==> config.mk <==
export PLATFORM = sky130hd
export DESIGN_NAME = pattern_gen
export DESIGN_NICKNAME = d
export VERILOG_FILES = /design/src/rtl/pattern_gen.sv
export SDC_FILE = /design/constraint.sdc
export NUM_CORES = 1
export LEC_CHECK = 0
export BUFFER_PORTS_ARGS = -buffer_cell sky130_fd_sc_hd__clkbuf_2
export CAP_MARGIN = 10
export CORE_ASPECT_RATIO = 0.9
export CORE_MARGIN = 1.5
export CORE_UTILIZATION = 35
export DETAILED_ROUTE_END_ITERATION = 7
export PLACE_DENSITY = 0.53
export SYNTH_ARGS = -nofsm -noshare
export SYNTH_HDL_FRONTEND = slang
export SYNTH_SLANG_ARGS = --single-unit
==> constraint.sdc <==
create_clock -name clk -period 3.5 [get_ports clk]
set_clock_uncertainty 0.1 [all_clocks]
set_input_delay 0.525 -clock clk [delete_from_list [all_inputs] [get_ports clk]]
set_output_delay 0.525 -clock clk [all_outputs]
set_load 0.05 [all_outputs]
==> src/rtl/pattern_gen.sv <==
// Table-driven pattern generator: plays the first len words of a writable table,
// once with a done pulse or repeatedly, with registered outputs.
module pattern_gen #(
   parameter int WIDTH = 8,
   parameter int DEPTH = 16
) (
   input  logic                       clk,
   input  logic                       rst_n,
   input  logic                       wr_en,
   input  logic [$clog2(DEPTH)-1:0]   wr_addr,
   input  logic [WIDTH-1:0]           wr_data,
   input  logic [$clog2(DEPTH+1)-1:0] len,
   input  logic                       loop,
   input  logic                       start,
   input  logic                       stop,
   output logic [WIDTH-1:0]           pat_out,
   output logic                       pat_valid,
   output logic                       busy,
   output logic                       done
);

   localparam int AW = $clog2(DEPTH);
   localparam int LW = $clog2(DEPTH + 1);

   typedef enum logic {IDLE, PLAY} state_e;

   state_e           state_q, state_d;
   logic [AW-1:0]    idx_q, idx_d;
   logic [LW-1:0]    len_q, len_d;
   logic             loop_q, loop_d;
   logic [WIDTH-1:0] pat_q, pat_d;
   logic             valid_q, valid_d;
   logic             done_q, done_d;
   logic             rst_start_q;

   logic [WIDTH-1:0] mem [DEPTH];
   logic [LW-1:0]    len_clamped;
   logic             start_ok;
   logic             last;

   // NOTE: the table and the reset-start tracker have no reset; a reset port on a
   // RAM array defeats memory inference and the table is only defined after writes.
   always_ff @(posedge clk) begin
      if (wr_en && (32'(wr_addr) < 32'(DEPTH)))
         mem[wr_addr] <= wr_data;
      // Remembers that start was already high while reset was held, so that the
      // first edge after release does not mistake it for a fresh request.
      rst_start_q <= !rst_n && start;
   end

   // NOTE: sequential state uses non-blocking assignments only, so every flop
   // samples the values from before the edge regardless of statement order.
   always_ff @(posedge clk or negedge rst_n) begin
      if (!rst_n) begin
         state_q <= IDLE;
         idx_q   <= '0;
         len_q   <= '0;
         loop_q  <= 1'b0;
         pat_q   <= '0;
         valid_q <= 1'b0;
         done_q  <= 1'b0;
      end else begin
         state_q <= state_d;
         idx_q   <= idx_d;
         len_q   <= len_d;
         loop_q  <= loop_d;
         pat_q   <= pat_d;
         valid_q <= valid_d;
         done_q  <= done_d;
      end
   end

   assign len_clamped = (32'(len) > 32'(DEPTH)) ? LW'(DEPTH) : len;
   assign start_ok    = start && !stop && (len != '0) && !rst_start_q;
   assign last        = (LW'(idx_q) + LW'(1)) == len_q;

   // NOTE: every signal written here gets a default first, so no path can
   // leave a value held and infer a latch.
   always_comb begin
      state_d = state_q;
      idx_d   = idx_q;
      len_d   = len_q;
      loop_d  = loop_q;
      valid_d = 1'b0;
      done_d  = 1'b0;
      unique case (state_q)
         IDLE: begin
            if (start_ok) begin
               state_d = PLAY;
               len_d   = len_clamped;
               loop_d  = loop;
               idx_d   = '0;
               valid_d = 1'b1;
            end
         end
         PLAY: begin
            if (stop) begin
               state_d = IDLE;
               idx_d   = '0;
            end else if (last && !loop_q) begin
               state_d = IDLE;
               idx_d   = '0;
               done_d  = 1'b1;
            end else begin
               idx_d   = last ? '0 : idx_q + AW'(1);
               valid_d = 1'b1;
            end
         end
         default: state_d = IDLE;
      endcase
      // The read uses the table contents before this edge's write: read-before-write.
      pat_d = valid_d ? mem[idx_d] : '0;
   end

   always_comb begin
      pat_out   = pat_q;
      pat_valid = valid_q;
      busy      = (state_q == PLAY);
      done      = done_q;
   end

endmodule

Word level (Yosys, flattened, before mapping):

Memory sizes are Yosys's and may differ from the RTL's.
Index checks and enable logic that the tools add are counted.

* logic and storage cells: 40
* register bits: 21
* output and inout bits: 11
* bits of input ports: 23
* bits in writable memories: 128
* memories kept: 1

* reductions and logical operators: 11
* add/sub/neg operators: 2
* eq/ne operators: 1
* magnitude comparators: 1
* bitwise operators: 1
* multiplexer cells: 16

Memories
* mem: words 16, width 8, rd ports 1, clocked after memory_dff 0, wr ports 1, RTL line 36 `logic [WIDTH-1:0] mem [DEPTH];`

Operators with widths (number)
* 4-bit 2-to-1 mux: 4
* 1-bit 2-to-1 mux: 8
* 8-bit 2-to-1 mux: 1
* 4-bit case mux with 2 select lines: 1
* 4-bit by 1-bit adder with 5-bit output, second input constant: 1
* 5-bit == test: 1
* 5-bit > comparator, second input constant: 1
* 1-bit logical AND: 5
* 5-bit 2-to-1 mux: 1
* 5-bit nonzero test: 1
* 4-bit by 1-bit adder with 4-bit output, second input constant: 1
* 1-bit logical NOT: 4
* 1-bit case mux with 2 select lines: 1
* 2-bit AND reduction: 1
* 1-bit NOT: 1

Logic depth before layout (Yosys ltp):

An unclocked memory read counts as a cell.

* depth in word-level cells: 8
* depth in mapped cells: 12

Worst setup path after synthesis:

Ideal clock, no wire load.

* path type: input-to-reg
* start point: in len[2]
* end point: reg pat_q[1] (netlist: pat_out[1])
* slack: 0.715 ns
* setup time: 0.126 ns
* stages on the path: 9
* arrival time: 2.559 ns
* cell sequence: or4_4 o211ai_4 a32o_2 a21o_4 buf_4 buf_4 mux2i_1 a21oi_1 a221o_1

* word-level cells in the longest chain between the ends: 7

Ends and longest elaborated chain
* start: declaration: RTL line 12 `input logic [$clog2(DEPTH+1)-1:0] len,`
* 5-bit nonzero test (*): RTL line 74 `assign start_ok = start && !stop && (len != '0) && !rst_start_q;`
* 1-bit logical AND (*) (2 in a row): RTL line 74
* 4-bit 2-to-1 mux: RTL line 88 `if (start_ok) begin`
* 4-bit case mux with 2 select lines: RTL line 86 `unique case (state_q)`
* memory read 16 x 8 bit
* 8-bit 2-to-1 mux (*): RTL line 112 `pat_d = valid_d ? mem[idx_d] : '0;`
* via pat_d[1]: RTL line 31 `logic [WIDTH-1:0] pat_q, pat_d;`
* end signal: assignment: RTL line 67 `pat_q <= pat_d;`
* end: declaration: RTL line 31

Mark *: on every way through the listed nets, which the timed path passes. The rest lies on a longest branch.
A chain may end at the register's enable or synchronous reset.

Final worst setup path:

* start point: reg idx_q[0]
* end point: reg pat_q[3] (netlist: pat_out[3])

* word-level cells in the longest chain between the ends: 8

Ends and longest elaborated chain
* start: declaration: RTL line 28 `logic [AW-1:0] idx_q, idx_d;`
* start signal: assignment: RTL line 64 `idx_q <= idx_d;`
* 4-bit by 1-bit adder with 5-bit output: RTL line 75 `assign last = (LW'(idx_q) + LW'(1)) == len_q;`
* 5-bit == test: RTL line 75
* 4-bit 2-to-1 mux or 1-bit logical AND (tied branches): RTL line 105, 100
* 4-bit 2-to-1 mux: RTL line 100 `end else if (last && !loop_q) begin`
* 4-bit 2-to-1 mux: RTL line 97 `if (stop) begin`
* 4-bit case mux with 2 select lines: RTL line 86
* memory read 16 x 8 bit
* 8-bit 2-to-1 mux (*): RTL line 112
* via pat_d[3]: RTL line 31

Marked as above.

==> impl_metrics.env <==
export IMPL_status="finished, final reports clean"
export IMPL_max_stage_delay_ns=0.44
export IMPL_max_slew_margin=0.3371
export IMPL_post_cts_setup_buffer_count=0
export IMPL_rsz0062_at_grt="false"
export IMPL_place_congestion=0.8594
export IMPL_crit_chain="ha_1 -> and4b_1 -> a22oi_1 -> a211o_1 -> a21o_4 -> buf_12 -> mux2i_1 -> mux2_2 -> o22ai_1 -> a221o_1"
export IMPL_synth_mux_area_frac=0.1370
export IMPL_grt_start_max_net_pins=50
export IMPL_synth_flop_cell="edfxtp_1"
export IMPL_synth_simple_gate_area_frac=0.06135
export IMPL_power_density_nw_per_um2=629.1
export IMPL_wirelength_um=12840
export IMPL_drcViolationCount=0
export IMPL_synth_edf_count=128
export IMPL_ant_nets=0
export IMPL_wire_per_inst_um=18.75
export IMPL_die_area_sq_um=18520
export IMPL_io_pins=34
export IMPL_die_y_um=129.3
export IMPL_synth_warnings=0
export IMPL_synth_top_area_cell="edfxtp_1"
export IMPL_vdd_drop_max_mv=0.3361
export IMPL_synth_top_cell_area_share=0.6200
export IMPL_port_buffers=33
export IMPL_final_util=0.4224
export IMPL_critPathCaptureType="flop"
export IMPL_numCtsBuffers=17
export IMPL_dpl_hpwl_um=8051
export IMPL_syn_inst=383
export IMPL_insertion_delay_ns=0.41
export IMPL_grt_pass1_wl_um=19940
export IMPL_postPlaceCellArea_sq_um=6676
export IMPL_grt_pass1_vias=3453
export IMPL_insertedDiodeCount=0
export IMPL_timing_worst_slew_pin_value_ns=0.9907
export IMPL_crit_slowest_cell="dfrtp_1"
export IMPL_report_final_slew_viol_count=0
export IMPL_drv_cap=0
export IMPL_groute_usage_overall=0.1505
export IMPL_fp_dieW_um=143.3
export IMPL_start_util=0.3622
export IMPL_cp_arrival_ns=3.15
export IMPL_critPathRequiredTime_ns=3.70
export IMPL_grt_overflow_total=0
export IMPL_synthAdderAreaFrac=0.002018
export IMPL_drtPass1Iterations=4
export IMPL_ctsHoldBuffers=0
export IMPL_critPathBufInv=1
export IMPL_setup_tns_ns=0
export IMPL_final_cell_area_sq_um=7231
export IMPL_hold_class="in2async"
export IMPL_final_nets=461
export IMPL_period_share=0.8431
export IMPL_syn_cell_area_sq_um=6200
export IMPL_setup_viol=0
export IMPL_synth_top_family_by_area="multiplexers"
export IMPL_hold_slack_ns=0.003872
export IMPL_vias=3355
export IMPL_antenna_found_initial=0
export IMPL_drt_iter0_drc=179
export IMPL_synth_area_per_cell_sq_um=16.19
export IMPL_ys_ff_latch=149
export IMPL_multi_input_area_sq_um=1684
export IMPL_cp_top_family="compound AO/OA/AOI/OAI gates"
export IMPL_htree_levels=4
export IMPL_synthArstFlopShare=0.1342
export IMPL_layout_drive_gt1_share=0.2622
export IMPL_layout_area_overhead_vs_synth_pct=16.63
export IMPL_leakage_nw=2.469
export IMPL_n_fill_cell=1585
export IMPL_critical_path_class="reg2reg"
export IMPL_vias_per_cell=4.898
export IMPL_path_max_fanout=31
export IMPL_cts_root_buf="clkbuf_16"
export IMPL_hold_viol=0
export IMPL_yosysSeqAreaShare=0.7039
export IMPL_synth_fp_nets=407
export IMPL_cts_tree="done"
export IMPL_layout_commonest_cell="edfxtp_1"
export IMPL_synth_area_leaders="edfxtp_1 (62%), dfrtp_1 (8.1%), mux2i_1 (8.1%)"
export IMPL_cts_sinks=149
export IMPL_ff_latch_area_sq_um=4364
export IMPL_setup_worst_path_start_class="flop"
export IMPL_cts_resized=0
export IMPL_coreArea_sq_um=17120
export IMPL_cts_path_max_buffers=2
export IMPL_synth_compound_area_share=0.06135
export IMPL_most_common_layout_cells="edfxtp_1 (128), mux2i_1 (50), nor2_1 (33), clkbuf_2 (33), mux2_2 (31)"
export IMPL_fmax_mhz=338.9
export IMPL_rows=45
export IMPL_synth_cell_types=45
export IMPL_synth_xor_area_share=0.008476
export IMPL_clkTransAtPathRegs_ns=0.06
export IMPL_period_needed_ns=2.951
routing by layer:
layer / global-route usage / up-vias / share of wire
met5: 0 / - / 0
met4: 0.04922 / 0 / 0.0079
met3: 0.04102 / 7 / 0.039
met2: 0.2396 / 68 / 0.47
met1: 0.2007 / 1690 / 0.48
li1: - / 1590 / -
report_power, final:
part           internal, W  switching (W)  total, W
clock network     0.000982       0.000721   0.00170
logic             0.000346       0.000453  0.000799
registers          0.00200      0.0000471   0.00205
Yosys cell counts, types with 4 or more instances:
| library cell | count |
|---|---|
| nand3b_1 | 6 |
| nand2_1 | 12 |
| o21ai_0 | 6 |
| xnor2_1 | 4 |
| mux2i_1 | 50 |
| buf_12 | 4 |
| edfxtp_1 | 128 |
| a221o_1 | 7 |
| nor3_1 | 4 |
| a21oi_1 | 17 |
| o22ai_1 | 8 |
| dfrtp_1 | 20 |
| buf_4 | 5 |
| nor2b_1 | 5 |
| nand3_1 | 4 |
| mux2_2 | 31 |
| buf_2 | 4 |
| nor2_1 | 33 |
logic make-up after synthesis:
logic type / after synthesis
compound gates: 52
fa+ha+maj: 1
buf+inv: 17
xor+xnor: 6
mux: 81
simple gates: 77
flops: 149
area by class of cell:
cell class / count / share of cell area
clock buffer: 18 / 0.05935
clock inverter: 14 / 0.01730
inverter: 3 / 0.001557
multi-input combinational: 217 / 0.2329
sequential: 149 / 0.6036
tap: 235 / 0.04066
timing repair buffer: 49 / 0.04464
worst reg2reg max path, delay by kind of cell (launching register included):
kind            cells  cell delay, ns
compound gates      5            1.14
fa+ha+maj           1            0.28
buf+inv             1            0.25
flops               1            0.44
mux                 2            0.41
simple gates        1            0.21
flip-flops by register name, indices dropped and copies added, names as in the netlist:
| name | cells |
|---|---|
| mem | 128 |
| pat_out | 8 |
| len_q | 5 |
| idx_q | 4 |
| done | 1 |
| loop_q | 1 |
| pat_valid | 1 |
| rst_start_q | 1 |
stage by stage:
step	total power [W]	cells	worst slack (ns)
CTS	0.004589	685	0.5178
finish	0.004549	685	0.5491
global route	0.004738	685	0.4094
detailed placement	0.002896	653	0.3014
global placement	0.002893	653	0.3141
floorplan	0.002728	383	0.7150
path summary, 6_finish.rpt:
path / slack (ns) / startpoint / depth (start not counted) / endpoint
worst min-delay path: 0.004 / rst_n / 1 / loop_q$_DFFE_PN0P_
worst max-delay path: 0.55 / idx_q[0]$_DFF_PN0_ / 10 / pat_out[3]$_DFF_PN0_
worst min register to register: 0.38 / loop_q$_DFFE_PN0P_ / 1 / done$_DFF_PN0_
max in group asynchronous: 2.90 / rst_n / 1 / idx_q[0]$_DFF_PN0_
min in group clk: 0.26 / loop / 2 / loop_q$_DFFE_PN0P_
worst max register to register: 0.55 / idx_q[0]$_DFF_PN0_ / 10 / pat_out[3]$_DFF_PN0_
Power figures use the tool's default switching activity.
